$ cat src/rtl/mux_pkg.sv
// -----------------------------------------------------------------------------
// mux_pkg
// Shared definitions for the mux family of blocks.
//   state_e     : sequencing states of scan_mux (IDLE, MANUAL, SCAN)
//   MODE_*      : encodings of the mode input
//   sel_width() : select/tag width for a channel count, never less than 1 bit
// -----------------------------------------------------------------------------
package mux_pkg;

  typedef enum logic [1:0] {
    IDLE   = 2'd0,
    MANUAL = 2'd1,
    SCAN   = 2'd2
  } state_e;

  localparam logic MODE_MANUAL = 1'b0;
  localparam logic MODE_SCAN   = 1'b1;

  // $clog2(1) is 0, which would give a zero-width vector.
  function automatic int sel_width(input int n);
    return (n <= 2) ? 1 : $clog2(n);
  endfunction

endpackage

$ cat src/rtl/scan_mux_if.sv
// -----------------------------------------------------------------------------
// scan_mux_if
// Bundle of the scan_mux data/control inputs and the sampled-output handshake.
//   in        : N_CH*W packed channels, channel k at [k*W +: W]
//   sel       : manual select / auto-scan start channel
//   mode, en  : mode (MODE_MANUAL/MODE_SCAN) and block enable
//   out       : registered sample, out_ch its channel tag
//   out_valid : sample pending, out_ready : consumer accepts
//   sel_err   : one-cycle pulse on an out-of-range manual sample
// Modports: master drives the inputs and consumes samples, slave is the mux.
// -----------------------------------------------------------------------------
interface scan_mux_if
  import mux_pkg::*;
#(
  parameter int N_CH = 8,
  parameter int W    = 1
);
  localparam int SELW = sel_width(N_CH);

  logic [N_CH*W-1:0] in;
  logic [SELW-1:0]   sel;
  logic              mode;
  logic              en;
  logic [W-1:0]      out;
  logic [SELW-1:0]   out_ch;
  logic              out_valid;
  logic              out_ready;
  logic              sel_err;

  modport master (
    output in, sel, mode, en, out_ready,
    input  out, out_ch, out_valid, sel_err
  );

  modport slave (
    input  in, sel, mode, en, out_ready,
    output out, out_ch, out_valid, sel_err
  );

endinterface

$ cat src/rtl/scan_ptr.sv
// -----------------------------------------------------------------------------
// scan_ptr
// Wrap-around channel pointer plus dwell counter for the auto-scan sweep.
//   clk, rst   : clock, synchronous active-high reset
//   load_i     : restart the sweep at load_val_i (channel 0 if out of range)
//   clear_i    : zero the dwell count, pointer kept
//   advance_i  : sweep active this cycle (count runs)
//   stall_i    : output slot busy; hold at the last dwell cycle
//   ptr_o      : channel currently being dwelt on
//   sample_o   : last dwell cycle reached while active; sample ptr_o now
// -----------------------------------------------------------------------------
module scan_ptr
  import mux_pkg::*;
#(
  parameter  int N_CH  = 8,
  parameter  int DWELL = 4,
  localparam int SELW  = sel_width(N_CH)
) (
  input  logic            clk,
  input  logic            rst,
  input  logic            load_i,
  input  logic [SELW-1:0] load_val_i,
  input  logic            clear_i,
  input  logic            advance_i,
  input  logic            stall_i,
  output logic [SELW-1:0] ptr_o,
  output logic            sample_o
);

  localparam int              CW       = sel_width(DWELL);
  localparam logic [CW-1:0]   CNT_LAST = CW'(DWELL - 1);
  localparam logic [SELW-1:0] PTR_LAST = SELW'(N_CH - 1);
  localparam logic [SELW:0]   N_CH_X   = (SELW + 1)'(N_CH);

  logic [SELW-1:0] ptr_q, ptr_d;
  logic [CW-1:0]   cnt_q, cnt_d;

  assign ptr_o    = ptr_q;
  assign sample_o = advance_i && (cnt_q == CNT_LAST);

  always_comb begin
    // NOTE: defaults first so every path assigns every output; no latches.
    ptr_d = ptr_q;
    cnt_d = cnt_q;
    if (load_i) begin
      ptr_d = ({1'b0, load_val_i} < N_CH_X) ? load_val_i : '0;
      cnt_d = '0;
    end else if (clear_i) begin
      cnt_d = '0;
    end else if (advance_i) begin
      if (cnt_q == CNT_LAST) begin
        // Under backpressure both count and pointer freeze, so the channel
        // is sampled late rather than skipped.
        if (!stall_i) begin
          cnt_d = '0;
          ptr_d = (ptr_q == PTR_LAST) ? '0 : ptr_q + 1'b1;
        end
      end else begin
        cnt_d = cnt_q + 1'b1;
      end
    end
  end

  // NOTE: state registers use non-blocking assignments so all flops update
  // together at the edge regardless of statement order.
  always_ff @(posedge clk) begin
    if (rst) begin
      ptr_q <= '0;
      cnt_q <= '0;
    end else begin
      ptr_q <= ptr_d;
      cnt_q <= cnt_d;
    end
  end

endmodule

$ cat src/rtl/scan_mux.sv
// -----------------------------------------------------------------------------
// scan_mux
// Registered N_CH-channel, W-bit multiplexer with manual (select-driven) and
// auto-scan (round-robin, DWELL cycles per channel) modes. The output is a
// tagged sample held under a valid/ready handshake.
//   clk, rst : clock, synchronous active-high reset
//   bus      : scan_mux_if.slave (in, sel, mode, en, out_ready in;
//              out, out_ch, out_valid, sel_err out)
// -----------------------------------------------------------------------------
module scan_mux
  import mux_pkg::*;
#(
  parameter int N_CH  = 8,
  parameter int W     = 1,
  parameter int DWELL = 4
) (
  input logic        clk,
  input logic        rst,
  scan_mux_if.slave  bus
);

  localparam int            SELW   = sel_width(N_CH);
  localparam logic [SELW:0] N_CH_X = (SELW + 1)'(N_CH);

  state_e          state_q;
  logic [W-1:0]    out_q;
  logic [SELW-1:0] out_ch_q;
  logic            out_valid_q;
  logic            sel_err_q;

  logic            transfer, slot_free, want_scan, sel_ok;
  logic            scan_load, scan_clear, scan_adv, sample_now;
  logic [SELW-1:0] ptr;

  // Returns zero for an index with no matching channel.
  function automatic logic [W-1:0] pick(input logic [N_CH*W-1:0] v,
                                        input logic [SELW-1:0]   idx);
    pick = '0;
    for (int k = 0; k < N_CH; k++) begin
      if (idx == SELW'(k)) pick = v[k*W +: W];
    end
  endfunction

  assign transfer  = out_valid_q && bus.out_ready;
  assign slot_free = !out_valid_q || bus.out_ready;
  assign want_scan = bus.en && (bus.mode == MODE_SCAN);
  assign sel_ok    = ({1'b0, bus.sel} < N_CH_X);

  assign scan_load  = want_scan && (state_q != SCAN);
  assign scan_adv   = want_scan && (state_q == SCAN);
  assign scan_clear = bus.en && (bus.mode == MODE_MANUAL) && (state_q == SCAN);

  scan_ptr #(
    .N_CH  (N_CH),
    .DWELL (DWELL)
  ) u_ptr (
    .clk        (clk),
    .rst        (rst),
    .load_i     (scan_load),
    .load_val_i (bus.sel),
    .clear_i    (scan_clear),
    .advance_i  (scan_adv),
    .stall_i    (!slot_free),
    .ptr_o      (ptr),
    .sample_o   (sample_now)
  );

  always_ff @(posedge clk) begin
    if (rst) begin
      state_q     <= IDLE;
      out_q       <= '0;
      out_ch_q    <= '0;
      out_valid_q <= 1'b0;
      sel_err_q   <= 1'b0;
    end else begin
      sel_err_q <= 1'b0;
      // A load below in the same cycle overrides this clear.
      if (transfer) out_valid_q <= 1'b0;

      case (state_q)
        IDLE: begin
          if (bus.en) state_q <= want_scan ? SCAN : MANUAL;
        end
        MANUAL: begin
          if (!bus.en) begin
            state_q <= IDLE;
          end else if (want_scan) begin
            state_q <= SCAN;
          end else if (slot_free) begin
            out_q       <= pick(bus.in, bus.sel);
            out_ch_q    <= bus.sel;
            out_valid_q <= 1'b1;
            sel_err_q   <= !sel_ok;
          end
        end
        SCAN: begin
          if (!bus.en) begin
            state_q <= IDLE;
          end else if (!want_scan) begin
            state_q <= MANUAL;
          end else if (sample_now && slot_free) begin
            out_q       <= pick(bus.in, ptr);
            out_ch_q    <= ptr;
            out_valid_q <= 1'b1;
          end
        end
        default: state_q <= IDLE;
      endcase
    end
  end

  assign bus.out       = out_q;
  assign bus.out_ch    = out_ch_q;
  assign bus.out_valid = out_valid_q;
  assign bus.sel_err   = sel_err_q;

endmodule

$ cat src/flat_wrapper.sv
// flat-port wrapper written by rule: the top's interface ports become plain ports
module scan_mux_flat import mux_pkg::*;
#(
  parameter int N_CH  = 8,
  parameter int W     = 1,
  parameter int DWELL = 4
)
  (clk, rst, bus_in, bus_sel, bus_mode, bus_en, bus_out_ready, bus_out, bus_out_ch, bus_out_valid, bus_sel_err);
  scan_mux_if #(.N_CH(N_CH), .W(W)) bus_i ();
  input logic clk;
  input logic rst;
  input wire logic [$bits(bus_i.in)-1:0] bus_in;
  input wire logic [$bits(bus_i.sel)-1:0] bus_sel;
  input wire logic [$bits(bus_i.mode)-1:0] bus_mode;
  input wire logic [$bits(bus_i.en)-1:0] bus_en;
  input wire logic [$bits(bus_i.out_ready)-1:0] bus_out_ready;
  output wire logic [$bits(bus_i.out)-1:0] bus_out;
  output wire logic [$bits(bus_i.out_ch)-1:0] bus_out_ch;
  output wire logic [$bits(bus_i.out_valid)-1:0] bus_out_valid;
  output wire logic [$bits(bus_i.sel_err)-1:0] bus_sel_err;
  assign bus_i.in = bus_in;
  assign bus_i.sel = bus_sel;
  assign bus_i.mode = bus_mode;
  assign bus_i.en = bus_en;
  assign bus_i.out_ready = bus_out_ready;
  assign bus_out = bus_i.out;
  assign bus_out_ch = bus_i.out_ch;
  assign bus_out_valid = bus_i.out_valid;
  assign bus_sel_err = bus_i.sel_err;
  scan_mux #(.N_CH(N_CH), .W(W), .DWELL(DWELL)) u_core (.clk(clk), .rst(rst), .bus(bus_i));
endmodule
$ cat config.mk
export PLATFORM = sky130hd
export DESIGN_NAME = scan_mux_flat
export DESIGN_NICKNAME = d
export VERILOG_FILES = /design/src/rtl/mux_pkg.sv /design/src/rtl/scan_mux_if.sv /design/src/rtl/scan_ptr.sv /design/src/rtl/scan_mux.sv /design/src/flat_wrapper.sv
export SDC_FILE = /design/constraint.sdc
export NUM_CORES = 1
export LEC_CHECK = 0
export BUFFER_PORTS_ARGS = -buffer_cell sky130_fd_sc_hd__buf_4
export CAP_MARGIN = 20
export CORE_ASPECT_RATIO = 0.8
export CORE_UTILIZATION = 53
export DETAILED_ROUTE_END_ITERATION = 12
export GPL_TIMING_DRIVEN = 0
export HOLD_SLACK_MARGIN = 0.08
export PLACE_DENSITY = 0.78
export SLEW_MARGIN = 0
export SYNTH_ARGS = -nofsm -noshare
export SYNTH_HDL_FRONTEND = slang
export SYNTH_SLANG_ARGS = --single-unit
$ cat constraint.sdc
create_clock -name clk -period 2.5 [get_ports clk]
set_input_delay 0 -clock clk [delete_from_list [all_inputs] [get_ports clk]]
set_output_delay 0 -clock clk [all_outputs]
set_load 0.02 [all_outputs]
==> summary.md, run 1 <==
| Metric | Value |
|---|---|
| Status | finished, final reports clean |
| Fmax | 0.479 GHz |
| Post_cts resized | 0 |
| Ys Warns | 0 |
| Synthesized net count | 146 |
| Mapped Area | 1000 sq um |
| WS Path Type | reg2reg |
| DRC | 0 |
| Final Util | 71.3% |
| Top_reg_cell synth | dfxtp_1 |
| Worst hold path class | in2reg |
| Startpoint Class | flop |
| Die ar. | 2070 sq um |
| Max IR drop VDD | 432 uV |
| Seq/Total Area, Yosys | 23.9% |
| Routed WL | 2.30 mm |
| Total Power | 651 uW |
| Initial core utilization | 58.8% |
| Num ports | 22 |
| Relative slew slack | 66.2% |
| MaxCap Viol Count | 0 |
| Pleak | 0.531 nW |
| Crit path required time | 2640 ps |
| Buffers added on ports | 19 |
| Post-place instance area | 1170 sq um |
| Gr ovfl total | 0 |
| Avg Cell Area, Syn | 8.44 sq um |
| Reg2reg path depth | 7 |
| Routed wire length per instance | 13.9 um |
| CTS Buffer Depth | 2 |
| Worst Hold Path EP | u_core.u_ptr.cnt_q[0] |
| Die Span X | 50.7 um |
| CTS tree | built |
| Worst-margin pin slew | 507 ps |
| Final worst path period share | 83.5% |
| Final Setup Violations | 0 |
| RR Endpoint | u_core.bus.out |
| Total track usage | 24.4% |
| Setup Skew | 9.43 ps |
| RSZ-0062 raised after global routing | false |
| Share of layout cells above drive strength 1 | 23.8% |
| Layout fillers | 134 |
| CP Cell Sequence | inv_1 > ha_1 > clkbuf_2 > or3b_4 > a211oi_4 > and3_2 > o32ai_2 |
| Pre-antenna DRT Iters | 4 |
| Setup TNS | 0 ps |
| Post-DR vias/cell | 5.72 |
| # nets final | 172 |
| CTS buffer count | 3 |
| Yosys top cell by area | dfxtp_1 |
| Post-synth top area share | 23.9% |
| Initial antenna violation count | 0 |
| CP arrival | 2230 ps |
| Endpoint class of the critical path | flop |
| Ys async rst share | 0% |
| Final min period | 2090 ps |
| Hold_sp | bus_en |
| Worst-path clk slew | 80 ps |
| Crit path buffers/inverters | 2 |
| Syn Inst Count | 119 |
| Skew-Pair Late Insertion Delay | 280 ps |
| Clock sinks | 12 |
| RePlAce Congestion | 0.811 |
| Pin count of the biggest net entering global routing | 11 |
| Netlist cell types | 39 |
| Delay-heaviest family, CP | simple AND/OR/NAND/NOR gates |
| Detailed placer's ending HPWL | 1.85 mm |
| RR Startpoint | u_core.state_q[0] |
| Die height | 40.9 um |
| Number of global-route vias before repair | 782 |
| Yosys reg bits | 12 |
| PnR worst setup slack | 412 ps |
| Core Area | 1710 sq um |
| Slew Limit Fails | 0 |
| H-tree levels | 1 |
| Slowest cell delay on critical path | 400 ps |
| Final Hold Viols | 0 |
| CP max FO | 9 |
| # diodes | 0 |
| Pre-CTS setup slack | 406 ps |
| Fin cells | 165 |
| Clk root buf | clkbuf_4 |
| Number of flops mapped to enable cells by yosys | 0 |
| ANT nets after route | 0 |
| First DRT Iteration DRCs | 39 |
| Vias | 943 |
| Hold depth | 3 |
| Layout Cell Area excl Fill | 1220 sq um |
| DP Cell Count | 160 |
| Layout area overhead | 21.2% |
| PD cells | 535 nW/um^2 |
| CP max stage cell | or3b_4 |
| First-pass GRT wire length | 3.51 mm |
| Top cells by area, synth | dfxtp_1 24%, ha_1 14%, mux2i_1 6.0% |
| Rows | 13 |
| FF-to-FF setup slack | 410 ps |
| Hold Slack | 85.2 ps |
-- worst max-delay path by stage --
stage	start	end	slack, ps	cells after the start
after floorplan	u_core.state_q[0]	u_core.bus.out	590	7
after global placement	u_core.state_q[0]	u_core.bus.out	450	7
after detailed placement	u_core.state_q[0]	u_core.bus.out	410	7
after CTS	u_core.state_q[0]	u_core.bus.out	390	7
after global routing	u_core.state_q[0]	u_core.bus.out	270	7
final	u_core.state_q[0]	u_core.bus.out	410	7
-- synth_stat cells (2+ instances only) --
cell type / instances
a311oi_1: 2
nor2_1: 11
inv_1: 9
ha_1: 11
a211oi_1: 6
nand2b_1: 2
o21ai_0: 3
a21oi_1: 11
nand3_1: 3
mux4_2: 2
dfxtp_1: 12
nand2_1: 9
nor2b_1: 6
o221a_2: 2
mux2i_1: 6
-- metal layers --
layer,global-route usage [%],up-vias,part of all wire [%]
li1,-,477,-
met1,31.8,435,48
met2,41.0,29,46
met3,7.78,2,5.6
met4,4.17,0,0.35
met5,0,-,0
-- flip-flops by register name, indices dropped and copies added, names as in the netlist --
name,flops
u_core.u_ptr.cnt_q,2
u_core.bus.out,1
u_core.bus.out_ch,3
u_core.state_q,2
u_core.u_ptr.ptr_o,3
u_core.bus.out_valid,1
-- cell families (layout without fill, tap and decap cells) --
kind of cell,Yosys count,count (layout),share of synthesized area (%)
other cells,1,1,0.373
buf+inv,14,38,6.47
flops,12,12,23.9
compound gates,31,31,22.9
xor+xnor,1,1,0.872
simple gates,41,41,21.3
mux,8,8,10.5
fa+ha+maj,11,11,13.7
-- worst reg2reg max path: stages (launching register included) --
cell and delay (ps):
dfxtp_1 390, inv_1 80, ha_1 190, clkbuf_2 150, or3b_4 400, a211oi_4 390
and3_2 280, o32ai_2 70
-- area by class of cell --
class,instances,area (sq um),area share [%]
multi-input combinational,93,699,57.5
inverter,9,33.8,2.77
clock buffer,3,22.5,1.85
timing repair buffer,21,163,13.4
tap,22,27.5,2.26
sequential,12,240,19.7
buffer,5,31.3,2.57
-- placed cells by master, fill, tap and decap left out, types with 2 or more instances in the layout --
cell type / Yosys / routed
dlygate4sd3_1: 0 / 2
nand3_1: 3 / 3
inv_1: 9 / 9
o21ai_0: 3 / 3
clkbuf_4: 0 / 3
buf_4: 1 / 20
nor2_1: 11 / 11
nand2_1: 9 / 9
a21oi_1: 11 / 11
ha_1: 11 / 11
nor2b_1: 6 / 6
a211oi_1: 6 / 6
mux4_2: 2 / 2
o221a_2: 2 / 2
nand2b_1: 2 / 2
mux2i_1: 6 / 6
dfxtp_1: 12 / 12
a311oi_1: 2 / 2
-- power breakdown --
part	internal, mW	switching, mW
Sequential	0.214	0.0257
Clock	0.0559	0.0647
Combinational	0.136	0.154
-- repair_timing --
item	CTS	global route
hold buffers	2	0
setup endpoints to repair	0	0
endpoints found under the hold margin	2	0
buffers inserted	0	0
Power figures use the tool's default switching activity.
==> inputs of run 2 (changes only) <==
==> constraint.sdc (replaced) <==
create_clock -name clk -period 2 [get_ports clk]
set_input_delay 0 -clock clk [delete_from_list [all_inputs] [get_ports clk]]
set_output_delay 0 -clock clk [all_outputs]
set_load 0.02 [all_outputs]
==> summary.md, run 2 (synthesis results as in run 1) <==
| Metric | Value |
|---|---|
| CTS Buffer Depth | 2 (unchanged) |
| ANT nets after route | 0 (unchanged) |
| Vias | 959 (+1.7%) |
| Routed wire length per instance | 13.9 um (about the same) |
| Num ports | 22 (unchanged) |
| Setup Skew | 9.64 ps (+0.213 ps) |
| Final Util | 72.5% (+1.2 points) |
| Crit path required time | 2190 ps (-450 ps) |
| Clock sinks | 12 (unchanged) |
| Initial antenna violation count | 0 (unchanged) |
| Die Span X | 50.7 um (unchanged) |
| # diodes | 0 (unchanged) |
| # nets final | 173 (+0.58%) |
| Endpoint class of the critical path | flop |
| CTS buffer count | 3 (unchanged) |
| Pin count of the biggest net entering global routing | 11 (unchanged) |
| WS Path Type | reg2reg |
| Startpoint Class | flop |
| Relative slew slack | 66.5% (+0.29 points) |
| Post-DR vias/cell | 5.78 (+1.1%) |
| MaxCap Viol Count | 0 (unchanged) |
| Final Hold Viols | 0 (unchanged) |
| Layout area overhead | 23.2% |
| Most common cell after layout, fill and taps aside | buf_4 |
| First-pass GRT wire length | 3.53 mm (+0.37%) |
| Status | finished, final reports clean |
| Most frequent cells in the layout | 21 x buf_4, 11 x nor2_1, 11 x a21oi_1, 11 x dfxtp_1, 10 x ha_1 |
| Worst hold path class | in2reg |
| First DRT Iteration DRCs | 39 (unchanged) |
| Max IR drop VDD | 547 uV (+27%) |
| CTS tree | built |
| Share of layout cells above drive strength 1 | 25.7% (+1.9 points) |
| Total track usage | 24.5% (+0.083 points) |
| Pre-antenna DRT Iters | 5 (+1) |
| Met1 Track Usage GR | 31.6% (-0.22 points) |
| GR Util met3 | 7.78% (unchanged) |
| Routed WL | 2.31 mm (+0.70%) |
| RSZ-0062 raised after global routing | false |
| CP arrival | 2090 ps (-140 ps) |
| Detailed placer's ending HPWL | 1.85 mm (unchanged) |
| DRC | 0 (unchanged) |
| Met2 Use GR | 41.7% (+0.67 points) |
| Rows | 13 (unchanged) |
| Total Power | 825 uW (+27%) |
| Initial core utilization | 58.8% (unchanged) |
| Pleak | 0.537 nW (+1.1%) |
| CP max FO | 8 (-1) |
| Gr ovfl total | 0 (unchanged) |
| Final min period | 1910 ps (-181 ps) |
| PD cells | 666 nW/um^2 (+25%) |
| DP Cell Count | 160 (unchanged) |
| Core Area | 1710 sq um (unchanged) |
| Fin cells | 166 (+0.61%) |
| H-tree levels | 1 (unchanged) |
| Final worst path period share | 95.3% (+12 points) |
| Die ar. | 2070 sq um (unchanged) |
| Clk root buf | clkbuf_4 |
| Final Setup Violations | 0 (unchanged) |
| Fmax | 0.524 GHz (+9.5%) |
| Worst-margin pin slew | 503 ps (-4.34 ps) |
| Top Usage Layer GRT | met2 |
| RePlAce Congestion | 0.811 (unchanged) |
| Worst-path clk slew | 80 ps (about the same) |
| Slew Limit Fails | 0 (unchanged) |
| Skew-Pair Late Insertion Delay | 280 ps (about the same) |
| Die height | 40.9 um (unchanged) |
| Buffers added on ports | 19 (unchanged) |
| Number of global-route vias before repair | 791 (+1.2%) |
[run 2: routing by layer]
layer / share of wire (%) / up-vias
li1: - / 477
met1: 47 / 449
met2: 47 / 31
met3: 5.9 / 2
met4: 0.35 / 0
met5: 0 / -
[run 2: layout make-up]
cell class | instances | area, sq um
flip-flops and latches | 12 | 244
well taps | 22 | 27.5
repair buffers | 23 | 181
fillers | 129 | 470
clock buffers | 3 | 22.5
plain buffers | 4 | 26.3
inverters | 9 | 33.8
multi-input cells | 93 | 702
[run 2: path summary, 6_finish.rpt]
check | depth (start not counted) | from | endpoint | slack [ps]
setup / recovery | 7 | u_core.state_q[0] | u_core.bus.out | 90
hold / removal | 3 | bus_en | u_core.u_ptr.cnt_q[0] | 80
hold reg to reg | 2 | u_core.bus.out_ch[0] | u_core.bus.out_ch[0] | 500
setup reg to reg | 7 | u_core.state_q[0] | u_core.bus.out | 90
[run 2: critical path, cell delays in order, from the launching register on]
cell and delay, ps:
dfxtp_4 370, inv_1 50, ha_1 270, or3b_4 410, a211oi_4 260, buf_6 150, o2111ai_1 130, o32ai_2 170
[run 2: metrics by stage]
| step | hold slack [ps] | TNS (ps) | worst slack, ps | instance area (sq um) |
|---|---|---|---|---|
| floorplan | 136 | 0 | 92.4 | 1000 |
| detailed placement | 285 | -94.2 | -94.2 | 1170 |
| CTS | 82.6 | 0 | 45.7 | 1230 |
| finish | 84.2 | 0 | 93.2 | 1240 |
| global placement | 285 | -54.5 | -54.5 | 1170 |
| global route | 92.3 | 0 | 1.18 | 1240 |
[run 2: power by group]
| group | leakage, nW | total (mW) | switching [mW] | internal, mW |
|---|---|---|---|---|
| combinational | 0.425 | 0.371 | 0.194 | 0.177 |
| clock | 0.0138 | 0.151 | 0.0807 | 0.0699 |
| sequential | 0.0984 | 0.304 | 0.0324 | 0.271 |
| total | 0.537 | 0.825 | 0.307 | 0.518 |
[run 2: repair_timing]
item | in CTS | in global routing
resized for setup | 1 | 3
gates cloned | 0 | 0
setup buffers | 2 | 0
pin swaps | 1 | 1
setup endpoints to repair | 2 | 2
hold buffers | 2 | 0
endpoints found under the hold margin | 2 | 0
